`config.mk`:
```
export PLATFORM = sky130hd
export DESIGN_NAME = run_monitor_flat
export DESIGN_NICKNAME = d
export VERILOG_FILES = /design/src/rtl/run_monitor_if.sv /design/src/rtl/run_monitor.sv /design/src/flat_wrapper.sv
export SDC_FILE = /design/constraint.sdc
export NUM_CORES = 1
export LEC_CHECK = 0
export CAP_MARGIN = 0
export CORE_ASPECT_RATIO = 1.1
export CORE_MARGIN = 8
export CORE_UTILIZATION = 25
export CTS_CLUSTER_DIAMETER = 200
export DETAILED_ROUTE_END_ITERATION = 8
export HOLD_SLACK_MARGIN = 0.06
export PLACE_DENSITY = 0.48
export SLEW_MARGIN = 20
export SYNTH_ARGS = -nofsm -noshare
export SYNTH_HDL_FRONTEND = slang
export SYNTH_SLANG_ARGS = --single-unit
```
`constraint.sdc`:
```
create_clock -name clk -period 6 [get_ports clk]
set_clock_uncertainty 0.1 [all_clocks]
set_input_delay 0.9 -clock clk [delete_from_list [all_inputs] [get_ports clk]]
set_output_delay 0.9 -clock clk [all_outputs]
set_load 0.005 [all_outputs]
```
`src/rtl/run_monitor_if.sv`:
```
// Run-control bundle between run_monitor and its driver.
// The bench or cpu top side uses master, and run_monitor uses slave.
interface run_monitor_if #(
  parameter int NUM_CH = 1,
  parameter int PC_W   = 16,
  parameter int CNT_W  = 32
);
  logic                   start;
  logic [NUM_CH-1:0]      halt;
  logic [NUM_CH*PC_W-1:0] pc;
  logic                   core_rst_n;
  logic                   running;
  logic                   done;
  logic                   timeout;
  logic [CNT_W-1:0]       cycles;
  logic [NUM_CH-1:0]      halt_mask;
  logic [NUM_CH*PC_W-1:0] halt_pc;

  modport master (
    output start, halt, pc,
    input  core_rst_n, running, done, timeout, cycles, halt_mask, halt_pc
  );

  modport slave (
    input  start, halt, pc,
    output core_rst_n, running, done, timeout, cycles, halt_mask, halt_pc
  );
endinterface

```
`src/rtl/run_monitor.sv`:
```
// Run-control and watchdog block: core reset sequencing, run cycle counter, confirmed halt and timeout.
// Optional macro RUN_MON_PC_CAPTURE_EN latches each channel's pc on its first halt.
module run_monitor #(
  parameter int NUM_CH       = 1,
  parameter int PC_W         = 16,
  parameter int CNT_W        = 32,
  parameter int CYCLES_LIMIT = 100000,
  parameter int RST_HOLD     = 3,
  parameter int HALT_CONFIRM = 2,
  parameter int HALT_MODE    = 0
) (
  input  logic           clk,
  input  logic           rst,
  run_monitor_if.slave   bus
);

  localparam int HOLD_W = $clog2(RST_HOLD + 1);
  localparam int CONF_W = $clog2(HALT_CONFIRM + 1);

  typedef enum logic [2:0] {
    IDLE,
    HOLD,
    RUN,
    CONFIRM,
    DONE,
    TIMEOUT
  } state_t;

  state_t              state_q;
  logic [HOLD_W-1:0]   hold_cnt;
  logic [CONF_W-1:0]   conf_cnt;
  logic                core_rst_n_q;
  logic                running_q;
  logic                done_q;
  logic                timeout_q;
  logic [CNT_W-1:0]    cycles_q;
  logic [NUM_CH-1:0]   mask_q;

  logic                cond;
  logic                active;
  logic                restart;
  logic [CNT_W-1:0]    cycles_inc;
  logic [CONF_W-1:0]   conf_next;
  logic                conf_hit;
  logic                limit_hit;

  always_comb begin
    cond       = (HALT_MODE != 0) ? (|bus.halt) : (&bus.halt);
    active     = (state_q == RUN) || (state_q == CONFIRM);
    restart    = bus.start &&
                 ((state_q == IDLE) || (state_q == DONE) || (state_q == TIMEOUT));
    cycles_inc = (&cycles_q) ? cycles_q : cycles_q + CNT_W'(1);
    // Entering from RUN the halt cycle itself counts as the first confirm.
    conf_next  = (state_q == CONFIRM) ? conf_cnt + CONF_W'(1) : CONF_W'(1);
    conf_hit   = cond && (conf_next == CONF_W'(HALT_CONFIRM));
    limit_hit  = (CYCLES_LIMIT != 0) && (cycles_inc == CNT_W'(CYCLES_LIMIT));
  end

  always_ff @(posedge clk or posedge rst) begin
    if (rst) begin
      state_q      <= IDLE;
      hold_cnt     <= '0;
      conf_cnt     <= '0;
      core_rst_n_q <= 1'b0;
      running_q    <= 1'b0;
      done_q       <= 1'b0;
      timeout_q    <= 1'b0;
      cycles_q     <= '0;
      mask_q       <= '0;
    end else begin
      case (state_q)
        IDLE, DONE, TIMEOUT: begin
          if (restart) begin
            state_q      <= HOLD;
            hold_cnt     <= '0;
            conf_cnt     <= '0;
            core_rst_n_q <= 1'b0;
            running_q    <= 1'b1;
            done_q       <= 1'b0;
            timeout_q    <= 1'b0;
            cycles_q     <= '0;
            mask_q       <= '0;
          end
        end
        HOLD: begin
          if (hold_cnt == HOLD_W'(RST_HOLD - 1)) begin
            state_q      <= RUN;
            hold_cnt     <= '0;
            core_rst_n_q <= 1'b1;
          end else begin
            hold_cnt <= hold_cnt + HOLD_W'(1);
          end
        end
        RUN, CONFIRM: begin
          cycles_q <= cycles_inc;
          mask_q   <= mask_q | bus.halt;
          // A confirming halt takes priority over a limit hit in the same cycle.
          if (conf_hit) begin
            state_q   <= DONE;
            conf_cnt  <= '0;
            done_q    <= 1'b1;
            running_q <= 1'b0;
          end else if (limit_hit) begin
            state_q   <= TIMEOUT;
            conf_cnt  <= '0;
            timeout_q <= 1'b1;
            running_q <= 1'b0;
          end else if (cond) begin
            state_q  <= CONFIRM;
            conf_cnt <= conf_next;
          end else begin
            state_q  <= RUN;
            conf_cnt <= '0;
          end
        end
        default: state_q <= IDLE;
      endcase
    end
  end

`ifdef RUN_MON_PC_CAPTURE_EN
  logic [NUM_CH*PC_W-1:0] pc_q;

  always_ff @(posedge clk or posedge rst) begin
    if (rst) begin
      pc_q <= '0;
    end else if (restart) begin
      pc_q <= '0;
    end else if (active) begin
      for (int unsigned i = 0; i < NUM_CH; i++) begin
        if (bus.halt[i] && !mask_q[i]) begin
          pc_q[i*PC_W +: PC_W] <= bus.pc[i*PC_W +: PC_W];
        end
      end
    end
  end

  assign bus.halt_pc = pc_q;
`else
  assign bus.halt_pc = '0;
`endif

  assign bus.core_rst_n = core_rst_n_q;
  assign bus.running    = running_q;
  assign bus.done       = done_q;
  assign bus.timeout    = timeout_q;
  assign bus.cycles     = cycles_q;
  assign bus.halt_mask  = mask_q;

endmodule

```
`src/flat_wrapper.sv`:
```
// flat-port wrapper written by rule: the top's interface ports become plain ports
module run_monitor_flat 
#(
  parameter int NUM_CH       = 1,
  parameter int PC_W         = 16,
  parameter int CNT_W        = 32,
  parameter int CYCLES_LIMIT = 100000,
  parameter int RST_HOLD     = 3,
  parameter int HALT_CONFIRM = 2,
  parameter int HALT_MODE    = 0
)
  (clk, rst, bus_start, bus_halt, bus_pc, bus_core_rst_n, bus_running, bus_done, bus_timeout, bus_cycles, bus_halt_mask, bus_halt_pc);
  run_monitor_if #(.NUM_CH(NUM_CH), .PC_W(PC_W), .CNT_W(CNT_W)) bus_i ();
  input  logic clk;
  input  logic rst;
  input wire logic [$bits(bus_i.start)-1:0] bus_start;
  input wire logic [$bits(bus_i.halt)-1:0] bus_halt;
  input wire logic [$bits(bus_i.pc)-1:0] bus_pc;
  output wire logic [$bits(bus_i.core_rst_n)-1:0] bus_core_rst_n;
  output wire logic [$bits(bus_i.running)-1:0] bus_running;
  output wire logic [$bits(bus_i.done)-1:0] bus_done;
  output wire logic [$bits(bus_i.timeout)-1:0] bus_timeout;
  output wire logic [$bits(bus_i.cycles)-1:0] bus_cycles;
  output wire logic [$bits(bus_i.halt_mask)-1:0] bus_halt_mask;
  output wire logic [$bits(bus_i.halt_pc)-1:0] bus_halt_pc;
  assign bus_i.start = bus_start;
  assign bus_i.halt = bus_halt;
  assign bus_i.pc = bus_pc;
  assign bus_core_rst_n = bus_i.core_rst_n;
  assign bus_running = bus_i.running;
  assign bus_done = bus_i.done;
  assign bus_timeout = bus_i.timeout;
  assign bus_cycles = bus_i.cycles;
  assign bus_halt_mask = bus_i.halt_mask;
  assign bus_halt_pc = bus_i.halt_pc;
  run_monitor #(.NUM_CH(NUM_CH), .PC_W(PC_W), .CNT_W(CNT_W), .CYCLES_LIMIT(CYCLES_LIMIT), .RST_HOLD(RST_HOLD), .HALT_CONFIRM(HALT_CONFIRM), .HALT_MODE(HALT_MODE)) u_core (.clk(clk), .rst(rst), .bus(bus_i));
endmodule
```
# Word level (Yosys, flattened, before mapping)
# Index checks and enable logic that the tools add are counted.
# op_classes
n_addsub	3
n_eq_ne	14
muxes	30
bitwise	1
n_reduce_logical	17
# ops
operator	n
two-way mux 32 bit	2
case mux 32 bit (2 select lines)	1
adder 32 x 1 -> 32 bit, second input constant	1
== test 32 x 17 -> 1 bit, second input constant	1
AND reduction 32 bit	1
two-way mux 2 bit	6
two-way mux 3 bit	4
case mux 1 bit (2 select lines)	5
two-way mux 1 bit	9
case mux 3 bit (3 select lines)	1
AND reduction 3 bit	3
!= test 2 x 1 -> 1 bit, second input constant	4
case mux 2 bit (2 select lines)	2
== test 3 x 2 -> 1 bit, second input constant	2
== test 3 bit, second input constant	2
AND reduction 2 bit	3
adder 2 x 1 -> 2 bit, second input constant	2
== test 2 bit, second input constant	2
AND reduction 4 bit	1
nonzero test 2 bit	2
== test 3 x 1 -> 1 bit, second input constant	1
zero test 3 bit	1
!= test 3 x 1 -> 1 bit, second input constant	1
OR reduction 3 bit	1
other kinds (5)	7
# totals
reg_bits	44
in_bits	20
out_inout_bits	53
word_cells	74

# Longest topological paths before layout
# logic_depth
word_depth	6
depth_mapped	11
ltp_nobuf	9

# Worst setup path after synthesis
# OpenSTA, ideal clock, no wires.
# synth_timing
path_type	flip-flop to flip-flop
startpoint	register u_core.cycles_q[0] (netlist: u_core.bus.cycles[0])
endpoint	register u_core.state_q[2]
setup_time_ps	82
arrival_ps	3255
t_required_ps	5818
setup_slack_ps	2563
stages_incl_launch_ff	11
n_path_buf	1
synth_period_minus_slack_ps	3437
cell_sequence	dfrtp_1 > ha_1 > nand4_2 > nor4_4 > or3b_1 > buf_6 > a211oi_2 > o211ai_1 > or4_1 > or4b_1 > a31oi_1
# synth_via
elab_chain_cells	6
word_cells_on_any_way	7
classes_between	add/sub (1); eq/ne (1); mux (4); reduce/logical (1)
# synth_lines
item	line_no	source
start, declared	run_monitor.sv:36	logic [CNT_W-1:0] cycles_q;
start signal, assigned	run_monitor.sv:95	cycles_q <= cycles_inc;
adder 32 x 1 -> 32 bit or AND reduction 32 bit (tied branches)	run_monitor.sv:52	cycles_inc = (&cycles_q) ? cycles_q : cycles_q + CNT_W'(1);
two-way mux 32 bit *	run_monitor.sv:52	
== test 32 x 17 -> 1 bit *	run_monitor.sv:56	limit_hit = (CYCLES_LIMIT != 0) && (cycles_inc == CNT_W'(CYCLES_LIMIT));
two-way mux 3 bit *	run_monitor.sv:103	end else if (limit_hit) begin
two-way mux 3 bit *	run_monitor.sv:98	if (conf_hit) begin
case mux 3 bit (3 select lines) *	run_monitor.sv:71	case (state_q)
end signal, assigned	run_monitor.sv:74	state_q <= HOLD;
end signal, assigned	run_monitor.sv:99	state_q <= DONE;
end signal, assigned	run_monitor.sv:104	state_q <= TIMEOUT;
end, declared	run_monitor.sv:29	state_t state_q;
# Every way passes the cells marked *; elsewhere a longest branch is shown, timed or not.
# A chain may end at the register's enable or synchronous reset.

# Worst setup path in the final report
# Same ends and word-level chain as after synthesis.

==> metrics.yaml <==
fin_crit_ps: 4080
placed_cell_area_um2: 3680
ctsHoldBuffers: 0
io_pins: 73
core_um2: 12600
critical_path.cell_chain: "ha_1 -> nand4_2 -> nor4_4 -> or3b_1 -> nand3_2 -> nand4_1 -> or4_1 -> or4b_1 -> a31oi_1"
synthTopCellsByArea: "dfrtp_1 (34%), o21ai_0 (6.2%), nand2_1 (5.2%)"
netlist_instances: 395
hold_viol: 0
row_count: 43
h-tree-depth: 2
drt-wirelength-per-cell_um: 17.9
drc: 0
dieWidth_um: 125
place.gp.congestion: 0.880
irDropWorstVdd_v: 0.000109
synth_commonest_cells: "nand2_1 (45), dfrtp_1 (44), o21ai_0 (40)"
cts_sinks: 44
routed_via_density: 5.44
fin_crit_sh_pct: 67.9
dieArea_um2: 16900
place.port_buffers: 40
cts.path.max_buffers: 2
antennaDiodeCount: 0
synth_compound_area_share_pct: 22.8
tns_ps: 0
synthSimpleGateAreaFrac_pct: 31.3
synth_top_family_by_area: "simple AND/OR/NAND/NOR gates"
multiInputGateArea_um2: 1930
critPathArrivalTime_ps: 4200
synthFlopType: "dfrtp_1"
synth_seq_area_share_pct: 33.9
syn2layout_area_growth_pct: 18.9
cts_root_buffer: "clkbuf_16"
cts_tree: "built"
cts_buffers: 5
dr.pass1.iters: 7
status: "finished clean"
total_power_uw: 1060
grt_max_degree: 45
seqCellArea_um2: 1100
ant_nets: 0
maxSlewHeadroom_pct: 40.3
dpl.hpwl_um: 7510
p_leak_uw: 0.00143
ctsResizeCount: 0
die_h_um: 136
via_count: 3141
cp_max_fo: 10
crit_slowest_cell: "or4_1"
grt_pass1_vias: 2970
rsz0062_at_grt: "no"
dr.first_iter.drc_count: 181
cp_slowest_stage_delay_ps: 610
wl_um: 10300
hold_path_class: "reg -> reg"
ys_warn_count: 0
cap_violations: 0
grt_pass1_wl_um: 16600
avgSynthCellArea_um2: 8.22
finalSetupViolations: 0
drive_above_1_share_pct: 7.62
end_kind: "flip-flop"
utilization_pct: 30.5
p_per_area_nw_per_um2: 276
crit_required_ps: 6120
critPathKind: "reg -> reg"
synthMuxAreaShare_pct: 1.00
yosys.area_share.xor_xnor_pct: 2.16
nFillCells: 1350
ys_types: 65
final_nets: 440
synth.most_common_cell: "nand2_1"
synth_fa_ha_area_share_pct: 0.386
synth_edf_count: 0
grt_usage_pct: 12.1
clk_pin_slew_ps: 70
synth-seq-cells: 44
netlist_area_um2: 3250
clk-insertion-delay-late_ps: 300
fmax_mhz: 245
initial_core_util_pct: 25.7
post_cts_buffers: 0
async_reset_ff_share_pct: 100
fin_area_um2: 3860
tightest_slew_ps: 893
yosysTopAreaCell: "dfrtp_1"
slew_violations: 0
whs_ps: 394
overflow: 0
antenna_found_initial: 0
cp-start-kind: "flip-flop"
synth_top_area_share_pct: 33.9
-- placed cells by master, fill, tap and decap left out, types with 6 or more instances in the layout --
cell	count
nor2_1	27
a31oi_1	13
inv_1	8
nor3_1	14
dfrtp_1	44
nand2_1	45
nand4_1	13
conb_1	16
nand3_1	20
o21ai_0	40
and3_1	6
a21oi_1	17
clkdlybuf4s50_1	40
o31ai_1	7
-- state kept, by name, indices dropped and copies added, names as in the netlist --
signal / cells
u_core.bus.cycles: 32
u_core.state_q: 3
u_core.conf_cnt: 2
u_core.hold_cnt: 2
u_core.bus.core_rst_n: 1
u_core.bus.done: 1
u_core.bus.halt_mask: 1
u_core.bus.running: 1
u_core.bus.timeout: 1
-- critical path: cells and delay by family (launching register included) --
kind                     cells  cell delay, ps
flip-flops                   1             480
AO/OA/AOI/OAI                1             200
adder cells (fa/ha/maj)      1             350
AND/OR/NAND/NOR              7            2870
-- metal layers --
metal  vias up  track usage [%]  part of all wire [%]
li1       1498                -                     -
met1      1519             14.8                    45
met2       105             20.1                    46
met3        19             2.86                   5.6
met4         0             5.09                   2.7
met5         -                0                     0
-- through the flow --
step / worst slack, ps / std cells
5_1_grt: 1660 / 577
2_1_floorplan: 2560 / 410
4_1_cts: 1930 / 577
6_report: 1920 / 577
3_3_place_gp: 1950 / 569
3_5_place_dp: 1950 / 569
-- where the power goes --
group	switching [uW]	total, uW	internal, uW
clock network	128	326	198
logic	213	342	129
registers	61.1	396	335
total	402	1060	662
-- cell type report --
cell class | count | share of cell area, %
multi-input cells | 316 | 50.0
repair buffers | 43 | 11.0
clock buffers | 5 | 3.24
clock inverters | 3 | 1.20
inverters | 9 | 0.908
well taps | 157 | 5.09
flip-flops and latches | 44 | 28.5
-- cells by family (layout without fill, tap and decap cells) --
group,after synthesis,count (layout)
muxes,3,3
and+or+nand+nor,173,173
xor gates and xnor gates,8,8
AOI/OAI and AO/OA,115,115
buffers and inverters,50,60
other,1,16
adders and majority gates,1,1
DFF,44,44
-- path summary, 6_finish.rpt --
kind	slack [ps]	cells past startpoint	start	end
max	1920	9	u_core.bus.cycles[0]	u_core.state_q[2]
min	390	2	u_core.bus.timeout	u_core.bus.timeout
max reg2reg	1920	9	u_core.bus.cycles[0]	u_core.state_q[2]
min reg2reg	390	2	u_core.bus.timeout	u_core.bus.timeout
max in group asynchronous	4380	2	rst	u_core.bus.cycles[8]
min in group asynchronous	920	2	rst	u_core.bus.cycles[2]
Power figures use the tool's default switching activity.
